$ cat src/rtl/dmem_port_arbiter.sv
// rtl/dmem_port_arbiter.sv - two-master data-memory arbiter with read-modify-write for sub-word stores
module dmem_port_arbiter #(
  parameter bit RR_EN  = 1'b1,
  parameter int ADDR_W = 32
) (
  input  logic              clk,
  input  logic              rst_n,
  input  logic              m0_req_i,
  input  logic              m0_we_i,
  input  logic [ADDR_W-1:0] m0_addr_i,
  input  logic [31:0]       m0_wdata_i,
  input  logic [3:0]        m0_strb_i,
  output logic              m0_ack_o,
  output logic [31:0]       m0_rdata_o,
  output logic              m0_hold_o,
  input  logic              m1_req_i,
  input  logic              m1_we_i,
  input  logic [ADDR_W-1:0] m1_addr_i,
  input  logic [31:0]       m1_wdata_i,
  input  logic [3:0]        m1_strb_i,
  output logic              m1_ack_o,
  output logic [31:0]       m1_rdata_o,
  output logic              m1_hold_o,
  output logic              mem_req_o,
  output logic              mem_we_o,
  output logic [ADDR_W-1:0] mem_addr_o,
  output logic [31:0]       mem_wdata_o,
  input  logic [31:0]       mem_rdata_i,
  output logic              busy_o
);

  typedef enum logic [1:0] {IDLE, RESP, RMW} state_t;

  state_t            state;
  logic              owner;
  logic              last_owner;
  logic              we_q;
  logic [ADDR_W-1:2] addr_q;
  logic [31:0]       wdata_q;
  logic [3:0]        strb_q;

  logic              any_req;
  logic              grant1;
  logic              sel_we;
  logic [ADDR_W-1:2] sel_addr;
  logic [31:0]       sel_wdata;
  logic [3:0]        sel_strb;
  logic              ack;
  logic              unused_addr_bits;

  assign unused_addr_bits = ^{m0_addr_i[1:0], m1_addr_i[1:0]};

  // m1 wins only when alone, or under round-robin when m0 was served last
  assign any_req   = m0_req_i | m1_req_i;
  assign grant1    = m1_req_i & (~m0_req_i | (RR_EN & ~last_owner));
  assign sel_we    = grant1 ? m1_we_i                 : m0_we_i;
  assign sel_addr  = grant1 ? m1_addr_i[ADDR_W-1:2]   : m0_addr_i[ADDR_W-1:2];
  assign sel_wdata = grant1 ? m1_wdata_i              : m0_wdata_i;
  assign sel_strb  = grant1 ? m1_strb_i               : m0_strb_i;

  assign ack       = (state == RESP) || (state == RMW);
  assign m0_ack_o  = ack & ~owner;
  assign m1_ack_o  = ack & owner;
  assign m0_hold_o = m0_req_i & ~m0_ack_o;
  assign m1_hold_o = m1_req_i & ~m1_ack_o;
  assign busy_o    = (state != IDLE);

  assign m0_rdata_o = (m0_ack_o && state == RESP && !we_q) ? mem_rdata_i : 32'h0;
  assign m1_rdata_o = (m1_ack_o && state == RESP && !we_q) ? mem_rdata_i : 32'h0;

  always_comb begin
    mem_req_o   = 1'b0;
    mem_we_o    = 1'b0;
    mem_addr_o  = '0;
    mem_wdata_o = 32'h0;
    if (rst_n) begin
      case (state)
        IDLE: begin
          // a write with no lanes enabled never touches the RAM
          if (any_req && (!sel_we || sel_strb != 4'h0)) begin
            mem_req_o  = 1'b1;
            mem_addr_o = {sel_addr, 2'b00};
            if (sel_we && sel_strb == 4'hF) begin
              mem_we_o    = 1'b1;
              mem_wdata_o = sel_wdata;
            end
          end
        end
        RMW: begin
          mem_req_o  = 1'b1;
          mem_we_o   = 1'b1;
          mem_addr_o = {addr_q, 2'b00};
          for (int k = 0; k < 4; k++) begin
            mem_wdata_o[8*k +: 8] = strb_q[k] ? wdata_q[8*k +: 8] : mem_rdata_i[8*k +: 8];
          end
        end
        default: ;
      endcase
    end
  end

  always_ff @(posedge clk or negedge rst_n) begin
    if (!rst_n) begin
      state      <= IDLE;
      owner      <= 1'b0;
      last_owner <= 1'b1;
      we_q       <= 1'b0;
      addr_q     <= '0;
      wdata_q    <= 32'h0;
      strb_q     <= 4'h0;
    end else begin
      case (state)
        IDLE: begin
          if (any_req) begin
            owner      <= grant1;
            last_owner <= grant1;
            we_q       <= sel_we;
            addr_q     <= sel_addr;
            wdata_q    <= sel_wdata;
            strb_q     <= sel_strb;
            state      <= (sel_we && sel_strb != 4'hF && sel_strb != 4'h0) ? RMW : RESP;
          end
        end
        default: state <= IDLE;
      endcase
    end
  end

endmodule

$ cat config.mk
export PLATFORM = sky130hd
export DESIGN_NAME = dmem_port_arbiter
export DESIGN_NICKNAME = d
export VERILOG_FILES = /design/src/rtl/dmem_port_arbiter.sv
export SDC_FILE = /design/constraint.sdc
export NUM_CORES = 1
export LEC_CHECK = 0
export CORE_MARGIN = 5
export CORE_UTILIZATION = 38
export CTS_BUF_LIST = sky130_fd_sc_hd__clkbuf_8
export DETAILED_ROUTE_END_ITERATION = 7
export GPL_ROUTABILITY_DRIVEN = 0
export PLACE_DENSITY = 0.84
export SLEW_MARGIN = 20
export SYNTH_ARGS = -nofsm -noshare
export SYNTH_HDL_FRONTEND = slang
export SYNTH_SLANG_ARGS = --single-unit
export TNS_END_PERCENT = 100
$ cat constraint.sdc
create_clock -name clk -period 2.9 [get_ports clk]
set_clock_uncertainty 0.15 [all_clocks]
set_input_delay 0.725 -clock clk [delete_from_list [all_inputs] [get_ports clk]]
set_output_delay 0.725 -clock clk [all_outputs]
set_load 0.02 [all_outputs]
==> results of run 1 <==
cell families after synthesis:
group                      count (synthesis)  synth area share
and+or+nand+nor                          183             0.191
other                                      1          0.000785
adders and majority gates                  3           0.00786
DFF                                       71             0.372
muxes                                     99             0.208
buffers and inverters                     52            0.0574
AOI/OAI and AO/OA                        140             0.162
where the power goes:
group | leakage [uW] | switching, uW | internal (uW)
Combinational | 0.00364 | 2400 | 2170
Clock | 0.000108 | 390 | 411
Sequential | 0.000868 | 469 | 1490
Total | 0.00462 | 3260 | 4070
cell usage after synthesis (2+ instances only):
library cell	n	area (um2)
o21ai_0	97	485
nor2_1	2	7.51
o22ai_1	32	200
dfrtp_1	70	1750
nand2b_1	2	12.5
and2_1	67	419
buf_1	6	22.5
mux2i_1	98	981
nand2_1	99	372
buf_2	3	15.0
inv_1	5	18.8
buf_4	6	45.0
nor4_1	2	12.5
buf_6	7	78.8
a31oi_1	2	12.5
nand4_1	2	12.5
and3b_1	2	17.5
a22o_1	2	17.5
a21oi_1	2	10.0
clkbuf_1	25	93.8
ha_1	3	37.5
flip-flops by register name, indices dropped and copies added (netlist names):
| name | flops |
|---|---|
| wdata_q | 32 |
| strb_q | 4 |
| state | 2 |
| addr_q | 30 |
| last_owner | 1 |
| owner | 1 |
| we_q | 1 |
worst register-to-register path: stages (launching register included):
cell and delay [ns]:
dfstp_2 0.56, a21boi_4 0.09, buf_4 0.14, buf_6 0.12, buf_12 0.14, buf_12 0.16, mux2i_4 0.20, buf_4 0.14
buf_4 0.13, buf_4 0.13, buf_4 0.12, buf_4 0.13, buf_4 0.12, o21ai_0 0.21
routing by layer:
metal  part of all wire  vias up  routed length, um  GRT usage
li1                   -     2757                  -          -
met1               0.33     3142               9770      0.334
met2               0.49      578              14700      0.563
met3               0.10      187               3070     0.0743
met4              0.076        0               2250      0.200
met5                  0        -                  0          0
layout make-up:
type | instances | area (um2)
fillers | 575 | 1680
clock buffers | 10 | 138
inverters | 5 | 18.8
clock inverters | 6 | 52.6
well taps | 172 | 215
multi-input cells | 427 | 4020
flip-flops and latches | 71 | 1780
repair buffers | 448 | 4560
placed cells by master, fill, tap and decap left out, types with 3 or more instances in the layout:
cell               n
clkdlybuf4s50_1  158
buf_4            110
buf_6            103
nand2_1           97
dfrtp_1           70
o21ai_0           69
mux2i_1           44
and2_1            40
mux2i_4           39
buf_2             34
o22ai_4           32
and2_4            27
buf_12            19
mux2i_2           16
o21ai_4           10
o21ai_2           10
clkbuf_8          10
o21ai_1            9
buf_8              8
inv_1              5
buf_16             5
clkbuf_16          4
dlygate4sd2_1      4
clkinv_2           3
worst paths after layout:
check / end / cells past startpoint / slack, ns
max in group asynchronous: addr_q[21] / 2 / 1.89
setup / recovery: mem_wdata_o[30] / 9 / -0.24
min in group clk: addr_q[19] / 2 / 0.35
setup reg to reg: addr_q[6] / 13 / 0.27
hold reg to reg: addr_q[19] / 2 / 0.35
hold / removal: strb_q[3] / 1 / 0.06
timing repair:
item / CTS / global route
buffers inserted: 34 / 23
hold buffers: 0 / 0
endpoints found under the setup margin: 130 / 130
pin swaps: 41 / 29
cloned: 11 / 5
gates resized for setup: 827 / 273
metrics by stage:
| stage | cell area, um2 | total power (uW) | setup WS, ns | util | cells |
|---|---|---|---|---|---|
| final | 10800 | 7330 | -0.238 | 0.865 | 1139 |
| after global routing | 10800 | 7600 | -0.315 | 0.865 | 1139 |
| after CTS | 9950 | 6380 | -0.183 | 0.798 | 1115 |
| after detailed placement | 8450 | 4940 | -1.04 | 0.678 | 1056 |
| after global placement | 8450 | 4810 | -0.978 | 0.678 | 1056 |
| after floorplan | 4780 | 3490 | 0.0459 | - | 550 |
==> tab_implementation.tex, run 1 <==
\begin{tabular}{lr}
\hline
Metric & Value \\
\hline
\multicolumn{2}{l}{\textbf{Outcome}} \\
\quad Result of the run & finished with violations \\
\quad Violations in the final reports & negative setup slack \\
\multicolumn{2}{l}{\textbf{Timing}} \\
\quad Maximum clock rate & 319 MHz \\
\quad Final hold violation count & 0 \\
\quad Slew @ Worst Pin & 0.890 ns \\
\quad Final setup fails & 85 \\
\quad Worst Slack Setup Final & -0.238 ns \\
\quad Min cycle time layout & 3.14 ns \\
\quad Setup TNS & -10.59 ns \\
\quad Final Max Tran Viols & 0 \\
\quad Final period utilization & 1.08 \\
\quad RSZ-0062 raised after global routing & yes \\
\quad WHS & 0.0584 ns \\
\quad Worst-case headroom to the max-slew limit & 0.407 \\
\multicolumn{2}{l}{\textbf{Critical path}} \\
\quad WP data required & 2.03 ns \\
\quad Type of element launching the critical path & primary input \\
\quad Startpoint of the lowest-slack register-to-register path & last\_owner \\
\quad Kind of cell adding the most delay to the critical path & buffers and inverters \\
\quad Critical path capture point type & output port \\
\quad Number of buffer and inverter instances along the worst setup path & 6 \\
\quad Master of the slowest instance on the critical path & mux2i\_4 \\
\quad Delay of the slowest critical-path stage & 0.32 ns \\
\quad Origin of the worst setup path & m0\_req\_i \\
\quad Path type of the worst setup path & in -> out \\
\quad Critical Path Fanout Max & 8 \\
\quad Ordered cell list for the critical path & buf\_8 > a21boi\_4 > buf\_4 > buf\_6 > buf\_16 > buf\_16 > mux2i\_4 > o22ai\_4 > buf\_6 \\
\quad CP Data Arrival Time & 2.26 ns \\
\multicolumn{2}{l}{\textbf{Yosys}} \\
\quad Number of enable-type register cells in the synthesized netlist & 0 \\
\quad Fraction of registers with async set or reset after synthesis & 1.00 \\
\quad Cell variety after synth & 36 \\
\quad Post-synthesis sequential element count & 71 \\
\quad Portion of the post-synthesis area used by sequential elements & 0.372 \\
\quad Count of mapped cells out of synthesis & 549 \\
\quad Warning count from the yosys run & 0 \\
\quad Syn\_area\_per\_cell & 8.70 um2 \\
\quad Synth Cell Area & 0.00478 mm2 \\
\quad Prevailing post-synth register cell & dfrtp\_1 \\
\multicolumn{2}{l}{\textbf{Global route}} \\
\quad Number of antenna violations at the first check in global routing & 1 \\
\quad GRT overflow & 0 \\
\quad Number of global-route vias before repair & 6,666 \\
\quad Maximum number of pins on one net before global-route repair & 135 \\
\quad GRT Overall Usage & 0.316 \\
\quad Global-route wire length before repair & 36,200 um \\
\multicolumn{2}{l}{\textbf{CTS}} \\
\quad Insertion delay of the later-clocked pin in the worst-skew pair & 0.35 ns \\
\quad CTS buffer count & 9 \\
\quad Htree depth & 3 \\
\quad Clock transition at path regs & 0.08 ns \\
\quad Number of clock sinks & 71 \\
\quad Buffer levels on the longest clock path & 2 \\
\quad Cell chosen for the clock root & clkbuf\_8 \\
\quad CTS tree & built \\
\multicolumn{2}{l}{\textbf{Drt}} \\
\quad Drc violations & 0 \\
\quad Vias & 6,664 \\
\quad Antenna Nets Post-Route & 0 \\
\quad Routed wirelength normalized by instance count & 26.1 um \\
\quad Vias/cell & 5.85 \\
\quad Wire length after detailed routing & 29,800 um \\
\quad DRT iter0 DRCs & 626 \\
\quad TritonRoute pass-1 iters & 5 \\
\multicolumn{2}{l}{\textbf{Power and ir drop}} \\
\quad Static Leakage & 0.00462 uW \\
\quad Peak supply drop & 0.389 mV \\
\quad Power per cell area & 680 mW/mm2 \\
\multicolumn{2}{l}{\textbf{Placed design}} \\
\quad Hpwl dp & 15,300 um \\
\quad Port Buffer Count & 302 \\
\multicolumn{2}{l}{\textbf{Floorplanning}} \\
\quad Die Span X & 122 um \\
\quad Die outline area & 0.0149 mm2 \\
\quad Boundary pin count & 309 \\
\quad Effective utilization at floorplan & 0.383 \\
\quad Core Box Area & 0.0125 mm2 \\
\quad Die Height & 122 um \\
\quad Row count & 41 \\
\multicolumn{2}{l}{\textbf{Final layout}} \\
\quad Count of nets after finishing & 1,139 \\
\quad Growth of design area from synthesis to finish & 126\% \\
\quad \# diodes & 0 \\
\quad Share of final-layout standard cells stronger than drive strength 1 & 0.464 \\
\multicolumn{2}{l}{\textbf{Run}} \\
\quad Max Cap Viol & 0 \\
\multicolumn{2}{l}{\textbf{Worst hold path}} \\
\quad Hold Path Class & in -> async \\
\hline
\end{tabular}
(Power assumes the default switching activity.)
==> run 2, diff against run 1 <==
Settings changed: CAP_MARGIN set to 20.
==> results of run 2 <==
Final layout, timing and power as in run 1 (identical DEF).
